### src/rtl/riscv_pkg.sv
// Shared opcode constants, NOP encoding and fetch FSM state type.
// Latency: n/a (declarations only).
// Backpressure: n/a.
package riscv_pkg;

    // Base opcodes seen by the decoder, plus the local HALT extension
    localparam logic [6:0] OPC_HALT  = 7'b0000001;
    localparam logic [6:0] OPC_LW    = 7'b0000011;
    localparam logic [6:0] OPC_OPIMM = 7'b0010011;
    localparam logic [6:0] OPC_AUIPC = 7'b0010111;
    localparam logic [6:0] OPC_SW    = 7'b0100011;
    localparam logic [6:0] OPC_OP    = 7'b0110011;
    localparam logic [6:0] OPC_LUI   = 7'b0110111;
    localparam logic [6:0] OPC_BR    = 7'b1100011;
    localparam logic [6:0] OPC_JALR  = 7'b1100111;
    localparam logic [6:0] OPC_JAL   = 7'b1101111;

    // addi x0, x0, 0
    localparam logic [31:0] INSTR_NOP = 32'h0000_0013;

    typedef enum logic [0:0] {
        FETCH  = 1'b0,
        HALTED = 1'b1
    } fetch_state_t;

    function automatic logic is_halt(input logic [6:0] opc);
        return opc == OPC_HALT;
    endfunction

endpackage

### src/rtl/fetch_stage_if_id_reg.sv
// IF/ID pipeline register with clear (flush/bubble), load (capture) and hold.
// Latency: 1 cycle from load to outputs.
// Backpressure: hold whenever neither load nor clear is asserted (stall).
module if_id_reg
    import riscv_pkg::*;
#(
    parameter int PC_W = 32
) (
    input  logic            clk,
    input  logic            reset,
    input  logic            load,
    input  logic            clear,
    input  logic [PC_W-1:0] in_pc,
    input  logic [31:0]     in_instr,
    output logic            id_valid,
    output logic [PC_W-1:0] id_pc,
    output logic [31:0]     id_instr
);

    // Clear wins over load; id_pc is kept on clear so only the instruction is killed
    always_ff @(posedge clk or negedge reset) begin
        if (!reset) begin
            id_valid <= 1'b0;
            id_pc    <= '0;
            id_instr <= INSTR_NOP;
        end else if (clear) begin
            id_valid <= 1'b0;
            id_instr <= INSTR_NOP;
        end else if (load) begin
            id_valid <= 1'b1;
            id_pc    <= in_pc;
            id_instr <= in_instr;
        end
    end

endmodule

### src/rtl/fetch_stage.sv
// Instruction fetch: PC, next-PC mux, FETCH/HALTED FSM and IF/ID; optional IF_PERF_CNT_EN counters.
// Latency: 1 cycle imem_ready -> id_valid; 1 instr/cycle with zero wait states.
// Backpressure: stall holds PC and IF/ID; imem_ready low inserts bubbles; flush overrides both.
module fetch_stage
    import riscv_pkg::*;
#(
    parameter int              PC_W     = 32,
    parameter logic [PC_W-1:0] RESET_PC = {PC_W{1'b0}}
) (
    input  logic            clk,
    input  logic            reset,
    output logic            imem_req,
    output logic [PC_W-1:0] imem_addr,
    input  logic [31:0]     imem_rdata,
    input  logic            imem_ready,
    input  logic            stall,
    input  logic            flush,
    input  logic [PC_W-1:0] redirect_pc,
    output logic            id_valid,
    output logic [PC_W-1:0] id_pc,
    output logic [31:0]     id_instr,
    output logic [6:0]      id_opcode,
    output logic            halted
`ifdef IF_PERF_CNT_EN
    ,
    output logic [31:0]     perf_fetched,
    output logic [31:0]     perf_bubbles
`endif
);

    localparam logic [PC_W-1:0] ALIGN_MASK    = ~PC_W'(3);
    localparam logic [PC_W-1:0] RESET_PC_ALGN = RESET_PC & ALIGN_MASK;

    fetch_state_t    state;
    logic [PC_W-1:0] pc;
    logic [PC_W-1:0] redirect_algn;
    logic            in_fetch;
    logic            ifid_load;
    logic            ifid_clear;

    assign redirect_algn = redirect_pc & ALIGN_MASK;
    assign in_fetch      = (state == FETCH);

    // A capture happens only in FETCH when nothing higher-priority claims the cycle
    always_comb begin
        ifid_load  = in_fetch && !flush && !stall && imem_ready;
        ifid_clear = flush || (!stall && !ifid_load);
    end

    // Request is gated by reset so nothing is issued while reset is asserted
    assign imem_req  = reset && in_fetch;
    assign imem_addr = pc;

    // FSM, PC register and halted flag; flush is the only way out of HALTED
    always_ff @(posedge clk or negedge reset) begin
        if (!reset) begin
            state  <= FETCH;
            pc     <= RESET_PC_ALGN;
            halted <= 1'b0;
        end else begin
            case (state)
                FETCH: begin
                    if (flush) begin
                        pc <= redirect_algn;
                    end else if (!stall && imem_ready) begin
                        pc <= pc + PC_W'(4);
                        if (is_halt(imem_rdata[6:0])) begin
                            state  <= HALTED;
                            halted <= 1'b1;
                        end
                    end
                end
                HALTED: begin
                    if (flush) begin
                        pc     <= redirect_algn;
                        state  <= FETCH;
                        halted <= 1'b0;
                    end
                end
                default: begin
                    state  <= FETCH;
                    halted <= 1'b0;
                end
            endcase
        end
    end

    if_id_reg #(
        .PC_W (PC_W)
    ) u_if_id (
        .clk      (clk),
        .reset    (reset),
        .load     (ifid_load),
        .clear    (ifid_clear),
        .in_pc    (pc),
        .in_instr (imem_rdata),
        .id_valid (id_valid),
        .id_pc    (id_pc),
        .id_instr (id_instr)
    );

    assign id_opcode = id_instr[6:0];

`ifdef IF_PERF_CNT_EN
    logic bubble_evt;

    // A FETCH cycle leaves IF/ID empty unless it captures or a stall keeps a live instruction
    assign bubble_evt = in_fetch && !flush && !ifid_load && !(stall && id_valid);

    // Saturating event counters
    always_ff @(posedge clk or negedge reset) begin
        if (!reset) begin
            perf_fetched <= '0;
            perf_bubbles <= '0;
        end else begin
            if (ifid_load && (perf_fetched != 32'hFFFF_FFFF)) begin
                perf_fetched <= perf_fetched + 32'd1;
            end
            if (bubble_evt && (perf_bubbles != 32'hFFFF_FFFF)) begin
                perf_bubbles <= perf_bubbles + 32'd1;
            end
        end
    end
`endif

endmodule

### config.mk
export PLATFORM = sky130hd
export DESIGN_NAME = fetch_stage
export DESIGN_NICKNAME = d
export VERILOG_FILES = /design/src/rtl/riscv_pkg.sv /design/src/rtl/fetch_stage_if_id_reg.sv /design/src/rtl/fetch_stage.sv
export SDC_FILE = /design/constraint.sdc
export NUM_CORES = 1
export LEC_CHECK = 0
export BUFFER_PORTS_ARGS = -buffer_cell sky130_fd_sc_hd__buf_4
export CORE_AREA = 3 3 120 169
export CTS_CLUSTER_SIZE = 30
export DETAILED_ROUTE_END_ITERATION = 7
export DIE_AREA = 0 0 123 172
export HOLD_SLACK_MARGIN = 0.1
export PLACE_DENSITY = 0.54
export SKIP_LAST_GASP = 1
export SYNTH_ARGS = -nofsm -noshare
export SYNTH_HDL_FRONTEND = slang
export SYNTH_SLANG_ARGS = --single-unit
### constraint.sdc
create_clock -name clk -period 2 [get_ports clk]
set_clock_uncertainty 0.2 [all_clocks]
set_input_delay 0.4 -clock clk [delete_from_list [all_inputs] [get_ports clk]]
set_output_delay 0.4 -clock clk [all_outputs]
set_load 0.02 [all_outputs]
==> impl_metrics.yaml <==
floorplan:
  die_w_microns: 123
  die-area_sq_um: 21200
  start_util_pct: 24.7
  die_y_microns: 172
  num_io_pins: 175
  rows: 60
  coreArea_sq_um: 19000
timing:
  hold_viol: 0
  timing.final.crit_share_pct: 96.7
  fin_crit_ns: 1.93
  tightestPinTransition_ns: 0.669
  holdWs_ns: 0.121
  finalSetupTns_ns: 0
  maxSlewViolCount: 0
  max_freq_mhz: 517
  slew_headroom_pct: 55.4
  fin_ws_ns: 0.0653
  setup_viol: 0
  grt_setup_unrepaired: "yes"
synth:
  yosys_register_bits: 95
  ys_types: 57
  yosys.area_share.simple_pct: 16.6
  synth_flop_cell: "dfrtp_1"
  async_flop_share_pct: 100
  netlist.area_leader.share_pct: 49.0
  ys_warn_count: 0
  synth_compound_area_share_pct: 16.2
  synthAdderAreaFrac_pct: 0.799
  synth_mux_area_share_pct: 9.96
  syn-cell-area_sq_um: 4700
  synth_area_leader_cell: "dfrtp_1"
  synth_top_family_by_area: "simple AND/OR/NAND/NOR gates"
  netlist_instances: 425
  synth_area_leaders: "dfrtp_1 (49%), mux2_2 (7.2%), a22o_1 (5.4%), mux2i_1 (2.8%), a21oi_1 (2.2%)"
  synth.avg_cell_area_sq_um: 11.1
  synth_edf_count: 0
  synth_xor_area_share_pct: 0
  synth_seq_area_share_pct: 50.7
power:
  p_per_area_nw_per_um2: 871
  ir_drop_v: 0.000308
  finalPower_mw: 6.35
  p_leak_nw: 3.38
placement:
  hpwl_microns: 11300
  place.gp.congestion: 0.808
  place_worst_setup_slack_ns: -0.0761
  numPortBuffers: 168
global_routing:
  grt_usage_pct: 14.8
  antenna_found_initial: 0
  overflow: 0
  grt_pass1_wl_microns: 24500
  grt_max_degree: 49
  first_global_vias: 4624
critical_path:
  crit_family: "simple AND/OR/NAND/NOR gates"
  max_stage_delay_ns: 0.57
  crit_chain: "ha_1 -> and3_1 -> nand4_4 -> or4b_1 -> nand3_1"
  crit_buf_inv: 0
  worst_ep_arrival_time_ns: 2.02
  setup.worst_path.end_class: "flop"
  crit_required_ns: 2.08
  crit_path_start_kind: "flop"
  slowest_stage: "or4b_1"
  crit_type: "flop to flop"
  path_max_fanout: 8
drt:
  drt-vias-per-instance: 4.82
  wire_per_inst_microns: 17.6
  totalWireLength_microns: 16000
  drc: 0
  ant_nets: 0
  drt_pre_antenna_iters: 5
  via_count: 4410
  drtIter0Drc: 276
flow_run:
  cap_violations: 0
layout:
  layout_commonest_cell: "buf_4"
  nets: 733
  n_antenna_cell: 0
  drive_above_1_share_pct: 45.3
  syn2layout_area_growth_pct: 55.1
  layout_common_cells: "buf_4 (227), dfrtp_1 (89), dlygate4sd3_1 (31), mux2_2 (30), a22o_1 (29)"
  post-route-util_pct: 38.4
clocking:
  clk_latency_ns: 0.35
  cts.sinks: 95
  cts.path.max_buffers: 2
  numCtsBuffers: 9
  cts_tree: "yes"
  clock-root-buffer: "clkbuf_16"
  htreeDepth: 3
  cts.clk_slew.worst_paths_ns: 0.08
hold_path:
  hold_path.class: "input pin to flop"
run_status:
  status: "completed"
[sequential cells by signal, summed over array words and instances (netlist names)]
name / cells
u_if_id.id_instr: 32
imem_addr: 30
u_if_id.id_pc: 30
halted: 1
state: 1
u_if_id.id_valid: 1
[per-stage QoR]
step,std cells,instance area [sq um]
finish,914,7290
global route,914,7290
detailed placement,862,6590
CTS,909,7200
floorplan,428,4730
global placement,862,6590
[per-layer routing]
metal  track usage [%]  share of wire [%]  vias up
met5                 0                  0        -
met4              4.67                2.0        0
met3              4.06                7.1       23
met2              25.2                 51      179
met1              18.2                 40     2156
li1                  -                  -     2052
[cell type report]
class                      instances  area (sq um)
inverter                           4          15.0
multi-input combinational        285          2100
fill                            1876         11700
timing repair buffer             266          2180
tap                              248           310
clock inverter                     6          68.8
clock buffer                      10           229
sequential                        95          2380
[where the power goes]
| part | leakage [nW] | internal, mW | switching, mW |
|---|---|---|---|
| Clock | 0.131 | 0.975 | 0.791 |
| Combinational | 2.07 | 1.00 | 1.12 |
| Sequential | 1.18 | 2.24 | 0.210 |
[repair_timing]
| action | 4_1_cts | 5_1_grt |
|---|---|---|
| gates resized for setup | 0 | 5 |
| gates cloned | 0 | 1 |
| hold buffers | 31 | 0 |
| setup endpoints to repair | 1 | 53 |
| endpoints found under the hold margin | 122 | 0 |
| pin swaps | 1 | 1 |
| buffers inserted | 0 | 4 |
[final timing paths]
check / start / slack, ns / end / depth (start not counted)
worst min register to register: u_if_id.id_valid / 0.28 / u_if_id.id_valid / 1
min in group asynchronous: reset / 0.68 / u_if_id.id_pc[17] / 3
worst min-delay path: redirect_pc[16] / 0.12 / imem_addr[16] / 3
worst max register to register: imem_addr[2] / 0.07 / imem_addr[20] / 5
worst max-delay path: imem_addr[2] / 0.07 / imem_addr[20] / 5
max in group asynchronous: reset / 0.42 / imem_addr[2] / 3
[Yosys cell counts, drive strengths merged (7+ instances only)]
cell / instances
clkbuf: 16
nor2: 16
nand2: 16
o21ai: 18
dfrtp: 92
nor4: 9
nand3: 18
and2: 7
mux2i: 13
nor3: 14
mux2: 30
nand2b: 8
a22o: 29
buf: 28
nand4: 15
a21oi: 22
[worst reg2reg max path: stages, from the launching register on]
cell and delay, ns:
dfrtp_2 0.37, ha_1 0.21, and3_1 0.24, nand4_4 0.17
or4b_1 0.58, nand3_1 0.10
[logic make-up after synthesis]
kind of cell / count (synthesis)
adders and majority gates: 3
buffers and inverters: 48
DFF: 95
and+or+nand+nor: 128
muxes: 43
AOI/OAI and AO/OA: 107
other: 1
(Power assumes the default switching activity.)
